$ cat config.mk
export PLATFORM = sky130hd
export DESIGN_NAME = borrow_skip_subtractor_flat
export DESIGN_NICKNAME = d
export VERILOG_FILES = /design/src/rtl/borrow_skip_subtractor_if.sv /design/src/rtl/borrow_skip_subtractor.sv /design/src/flat_wrapper.sv
export SDC_FILE = /design/constraint.sdc
export NUM_CORES = 1
export LEC_CHECK = 0
export ABC_AREA = 1
export CAP_MARGIN = 20
export CORE_AREA = 2 2 70 85
export DETAILED_ROUTE_END_ITERATION = 7
export DIE_AREA = 0 0 72 87
export DONT_BUFFER_PORTS = 1
export PLACE_DENSITY = 0.66
export SLEW_MARGIN = 10
export SYNTH_ARGS = -nofsm -noshare
export SYNTH_HDL_FRONTEND = slang
export SYNTH_SLANG_ARGS = --single-unit
$ cat constraint.sdc
create_clock -name clk -period 4.57 [get_ports clk]
set_clock_uncertainty 0.2 [all_clocks]
set_input_delay 0.2285 -clock clk [delete_from_list [all_inputs] [get_ports clk]]
set_output_delay 0.2285 -clock clk [all_outputs]
set_load 0.02 [all_outputs]
$ cat src/rtl/borrow_skip_subtractor_if.sv
// Operand/result bundle for borrow_skip_subtractor: start handshake, operands, busy/done, results.
// skip_cnt is present only when BORROW_SKIP_STATS_EN is defined.
interface borrow_skip_subtractor_if #(
  parameter int WIDTH = 16
);
  logic             start;
  logic [WIDTH-1:0] a;
  logic [WIDTH-1:0] b;
  logic             bin;
  logic             busy;
  logic             done;
  logic [WIDTH-1:0] diff;
  logic             bout;

`ifdef BORROW_SKIP_STATS_EN
  localparam int NBLK = WIDTH / 4;
  localparam int SCW  = $clog2(NBLK + 1);

  logic [SCW-1:0] skip_cnt;

  modport master (output start, a, b, bin, input busy, done, diff, bout, skip_cnt);
  modport slave  (input start, a, b, bin, output busy, done, diff, bout, skip_cnt);
`else
  modport master (output start, a, b, bin, input busy, done, diff, bout);
  modport slave  (input start, a, b, bin, output busy, done, diff, bout);
`endif
endinterface

$ cat src/rtl/borrow_skip_subtractor.sv
// Sequential borrow-skip subtractor: diff = a - b - bin, one 4-bit block per clock, LSB block first.
// Latency: NBLK busy cycles after the accepting edge, then a one-cycle done pulse.
// Backpressure: none; start is sampled only in IDLE. BORROW_SKIP_STATS_EN adds skip_cnt.
module borrow_skip_subtractor #(
  parameter int WIDTH = 16
) (
  input logic                     clk,
  input logic                     rst_n,
  borrow_skip_subtractor_if.slave bus
);
  localparam int NBLK = WIDTH / 4;
  localparam int IDXW = (NBLK > 1) ? $clog2(NBLK) : 1;
  localparam logic [IDXW-1:0] LAST_IDX = IDXW'(NBLK - 1);

  if (((WIDTH % 4) != 0) || (WIDTH < 4)) begin : g_width_chk
    $error("borrow_skip_subtractor: WIDTH=%0d must be a multiple of 4 and at least 4", WIDTH);
  end

  typedef enum logic [1:0] {IDLE, BUSY, DONE} state_t;

  state_t           state, state_nxt;
  logic [WIDTH-1:0] a_q, b_q, diff_q;
  logic             brw_q, bout_q;
  logic [IDXW-1:0]  idx;
  logic [3:0]       blk_a, blk_b, blk_diff;
  logic             blk_skip, blk_bout, blk_ripple;

  // Ripple through the current block; the skip path only shortens the borrow chain.
  always_comb begin
    blk_a      = a_q[{idx, 2'b00} +: 4];
    blk_b      = b_q[{idx, 2'b00} +: 4];
    blk_diff   = '0;
    blk_ripple = brw_q;
    for (int j = 0; j < 4; j++) begin
      blk_diff[j] = blk_a[j] ^ blk_b[j] ^ blk_ripple;
      blk_ripple  = (~blk_a[j] & blk_b[j]) | (~(blk_a[j] ^ blk_b[j]) & blk_ripple);
    end
    blk_skip = &(~(blk_a ^ blk_b));
    blk_bout = blk_skip ? brw_q : blk_ripple;
  end

  always_comb begin
    state_nxt = state;
    case (state)
      IDLE:    if (bus.start) state_nxt = BUSY;
      BUSY:    if (idx == LAST_IDX) state_nxt = DONE;
      DONE:    state_nxt = IDLE;
      default: state_nxt = IDLE;
    endcase
  end

  always_ff @(posedge clk or negedge rst_n) begin
    if (!rst_n) state <= IDLE;
    else        state <= state_nxt;
  end

  always_ff @(posedge clk or negedge rst_n) begin
    if (!rst_n) begin
      a_q    <= '0;
      b_q    <= '0;
      brw_q  <= 1'b0;
      idx    <= '0;
      diff_q <= '0;
      bout_q <= 1'b0;
    end else if ((state == IDLE) && bus.start) begin
      a_q   <= bus.a;
      b_q   <= bus.b;
      brw_q <= bus.bin;
      idx   <= '0;
    end else if (state == BUSY) begin
      diff_q[{idx, 2'b00} +: 4] <= blk_diff;
      brw_q <= blk_bout;
      idx   <= idx + IDXW'(1);
      if (idx == LAST_IDX) bout_q <= blk_bout;
    end
  end

`ifdef BORROW_SKIP_STATS_EN
  localparam int SCW = $clog2(NBLK + 1);
  logic [SCW-1:0] skip_cnt_q;

  always_ff @(posedge clk or negedge rst_n) begin
    if (!rst_n)                            skip_cnt_q <= '0;
    else if ((state == IDLE) && bus.start) skip_cnt_q <= '0;
    else if ((state == BUSY) && blk_skip)  skip_cnt_q <= skip_cnt_q + SCW'(1);
  end

  assign bus.skip_cnt = skip_cnt_q;
`endif

  assign bus.busy = (state == BUSY);
  assign bus.done = (state == DONE);
  assign bus.diff = diff_q;
  assign bus.bout = bout_q;
endmodule
$ cat src/flat_wrapper.sv
// flat-port wrapper written by rule: the top's interface ports become plain ports
module borrow_skip_subtractor_flat 
#(
  parameter int WIDTH = 16
)
  (clk, rst_n, bus_start, bus_a, bus_b, bus_bin, bus_busy, bus_done, bus_diff, bus_bout);
  borrow_skip_subtractor_if #(.WIDTH(WIDTH)) bus_i ();
  input logic clk;
  input logic rst_n;
  input wire logic [$bits(bus_i.start)-1:0] bus_start;
  input wire logic [$bits(bus_i.a)-1:0] bus_a;
  input wire logic [$bits(bus_i.b)-1:0] bus_b;
  input wire logic [$bits(bus_i.bin)-1:0] bus_bin;
  output wire logic [$bits(bus_i.busy)-1:0] bus_busy;
  output wire logic [$bits(bus_i.done)-1:0] bus_done;
  output wire logic [$bits(bus_i.diff)-1:0] bus_diff;
  output wire logic [$bits(bus_i.bout)-1:0] bus_bout;
  assign bus_i.start = bus_start;
  assign bus_i.a = bus_a;
  assign bus_i.b = bus_b;
  assign bus_i.bin = bus_bin;
  assign bus_busy = bus_i.busy;
  assign bus_done = bus_i.done;
  assign bus_diff = bus_i.diff;
  assign bus_bout = bus_i.bout;
  borrow_skip_subtractor #(.WIDTH(WIDTH)) u_core (.clk(clk), .rst_n(rst_n), .bus(bus_i));
endmodule
==> summary.txt <==
Clocking
  • Clk_lat worst skew: 0.31 ns
  • Clock root cell: clkbuf_8
  • CTS tree: done
  • CTS clk-pin slew, worst paths: 0.10 ns
  • CTS Buf Count: 5
  • # clock sinks: 54
  • Post-CTS Setup Repair Bufs: 0
  • Clk buf depth: 2
  • H-Tree Level Count: 2

STA
  • Max-slew violations: 0
  • Crit path time final: 3.68 ns
  • RSZ-0062 raised after global routing: no
  • Max_slew headroom: 53.9%
  • Period utilization: 80.4%
  • Worst Hold Slack: 0.0156 ns
  • Final-report hold violation count: 0
  • Worst Max-Slew Pin Slew: 0.691 ns
  • F_max: 272 MHz
  • Setup violations, final: 0
  • TNS Setup: 0 ns

Logic synthesis
  • Avg Inst Size Synth: 8.32 µm²
  • Register bit total from synthesis: 54
  • Most common cell in the netlist: nand2_1
  • Dominant cell type by area after synthesis: dfrtp_1
  • Async S/R FF share, synth: 100%
  • Ranking of synthesized cells by area: dfrtp_1 51%, nand2_1 19%, o21ai_0 6.8%
  • Top FF cell, synth: dfrtp_1
  • Syn nets: 368
  • Register area share after synthesis: 51.1%
  • Share of the synthesized area in the top cell type: 51.1%
  • Number of synthesized flops with an enable pin: 0
  • Syn Inst Count: 318
  • Synthesized cell area: 2650 µm²
  • Distinct cells, synth: 21
  • Syn. warnings: 0
  • Most instantiated cells after synthesis: 136 x nand2_1, 54 x dfrtp_1, 36 x o21ai_0, 19 x nand3_1, 14 x nor2_1

Setup path
  • Most used cell, CP: fa_1
  • Crit Path Max Fanout: 12
  • Largest stage delay on the critical path: 0.58 ns
  • Slowest library cell on the worst path: dfrtp_1
  • CP Capture Type: flop
  • Kind of critical path: flop to flop
  • Worst EP arrival: 3.73 ns
  • Worst path required time: 4.63 ns
  • Cell Chain, Critical Path: clkinv_1 -> o21ai_0 -> o22a_1 -> fa_1 -> inv_1 -> fa_1 -> fa_1 -> inv_1 -> fa_1 -> o21ai_0 -> nand3_1 -> nand2_1 -> nand2_1 -> dlygate4sd3_1
  • Reg2reg path depth: 14
  • Startpoint types: flop

Detailed routing
  • Via density per instance: 5.15
  • Antenna Nets Post-Route: 0
  • Drt total wl: 5520 µm
  • Residual DRC: 0
  • DRT Pass-1 Iters: 4
  • Routed vias: 2139
  • Routed len/inst: 13.3 µm
  • Initial DRC count: 92

Pwr
  • Cell area power density: 736 nW/µm²
  • Leak: 0.00160 µW
  • Maximum vdd drop: 0.268 mV
  • Total chip power: 2320 µW

Floorplanning
  • Vert. Die Dim: 87 µm
  • Die area: 6260 µm²
  • Starting density of the core: 48.0%
  • Die Wd: 72 µm
  • IO Pins: 55
  • # rows: 30
  • Core Region: 5520 µm²

Place
  • Placer Congestion: 0.806
  • Placed cell area: 2660 µm²
  • Detailed Place HPWL: 3720 µm
  • Port Buf Inserts: 0

GRT
  • Global-route wire length before repair: 9380 µm
  • Grt ovf: 0
  • Total GRT Usage: 19.2%
  • Vias in the first global route: 2065
  • Antenna violations before repair: 0
  • Largest net degree at the start of global routing: 55

Final layout
  • Share of cells above drive strength 1: 4.84%
  • Design area: 3150 µm²
  • Area Overhead vs Synth: 19.0%
  • Core Util, Final: 57.1%
  • Diodes inserted: 0
  • Final nets: 400

Run
  • Max cap viols: 0

Worst hold path
  • Min-Delay Path Class: primary input to flop
  • Hold path cells: 3

Status
  • Status: finished clean
## kinds of logic after synthesis
logic type,after synthesis,share of synthesized area [%]
buf+inv,30,5.34
simple gates,178,27.4
compound gates,42,8.46
flops,54,51.1
fa+ha+maj,14,7.75
## state kept, by name, summed over array words and instances, names as in the netlist
signal	count
u_core.a_q	16
u_core.bus.diff	16
u_core.state	2
u_core.bus.bout	1
u_core.brw_q	1
u_core.idx	2
u_core.b_q	16
## where the power goes
group	total, µW	switching, µW	internal, µW	leakage (µW)
combinational	1090	696	397	0.000861
sequential	906	216	689	0.000690
clock	317	153	164	0.0000514
## through the flow
stage,setup slack (ns),instances
after floorplan,1.50,318
after global placement,1.19,371
after detailed placement,1.01,371
after CTS,0.860,415
after global routing,0.569,415
final,0.894,415
## path summary, 6_finish.rpt
path / to / start / slack (ns)
worst max-delay path: u_core.brw_q / u_core.idx[1] / 0.89
worst min-delay path: u_core.idx[1] / bus_start / 0.02
worst max register to register: u_core.brw_q / u_core.idx[1] / 0.89
worst min register to register: u_core.a_q[8] / u_core.a_q[8] / 0.28
max in group asynchronous: u_core.b_q[4] / rst_n / 3.70
min in group asynchronous: u_core.idx[0] / rst_n / 0.24
## layout by cell type, fill, tap and decap left out, types with 2 or more instances in the layout
cell / count
dfrtp_1: 54
nand2_1: 136
o22ai_1: 3
ha_1: 10
inv_1: 13
clkbuf_8: 5
nand2_2: 2
fa_1: 4
nor2_4: 2
nand4_1: 3
dlygate4sd3_1: 35
o22a_1: 2
nand3_1: 19
inv_2: 4
o21ai_0: 36
nor2_1: 14
## area by class of cell
class,instances,area [µm²]
Timing Repair Buffer,37,385
Multi-Input combinational cell,234,1150
Sequential cell,54,1350
Tap cell,64,80.1
Inverter,18,67.6
Fill cell,523,2370
Clock buffer,6,72.6
Clock inverter,2,37.5
## metal layers
metal	vias to the layer above	track usage (%)	share of wire, %
li1	1070	-	-
met1	1003	24.5	45
met2	56	31.9	48
met3	10	3.94	4.6
met4	0	7.89	2.3
met5	-	0	0
## worst max-delay path, delay by kind of cell (launching register included)
family / cells / cell delay (ns)
and+or+nand+nor: 3 / 0.20
DFF: 1 / 0.58
adders and majority gates: 4 / 1.09
buffers and inverters: 4 / 1.07
AOI/OAI and AO/OA: 3 / 0.49
## what timing repair did
item,CTS,global route
resized for setup,0,0
endpoints found under the hold margin,87,0
hold buffers,36,0
No activity file was read; power rests on OpenSTA's default activity.
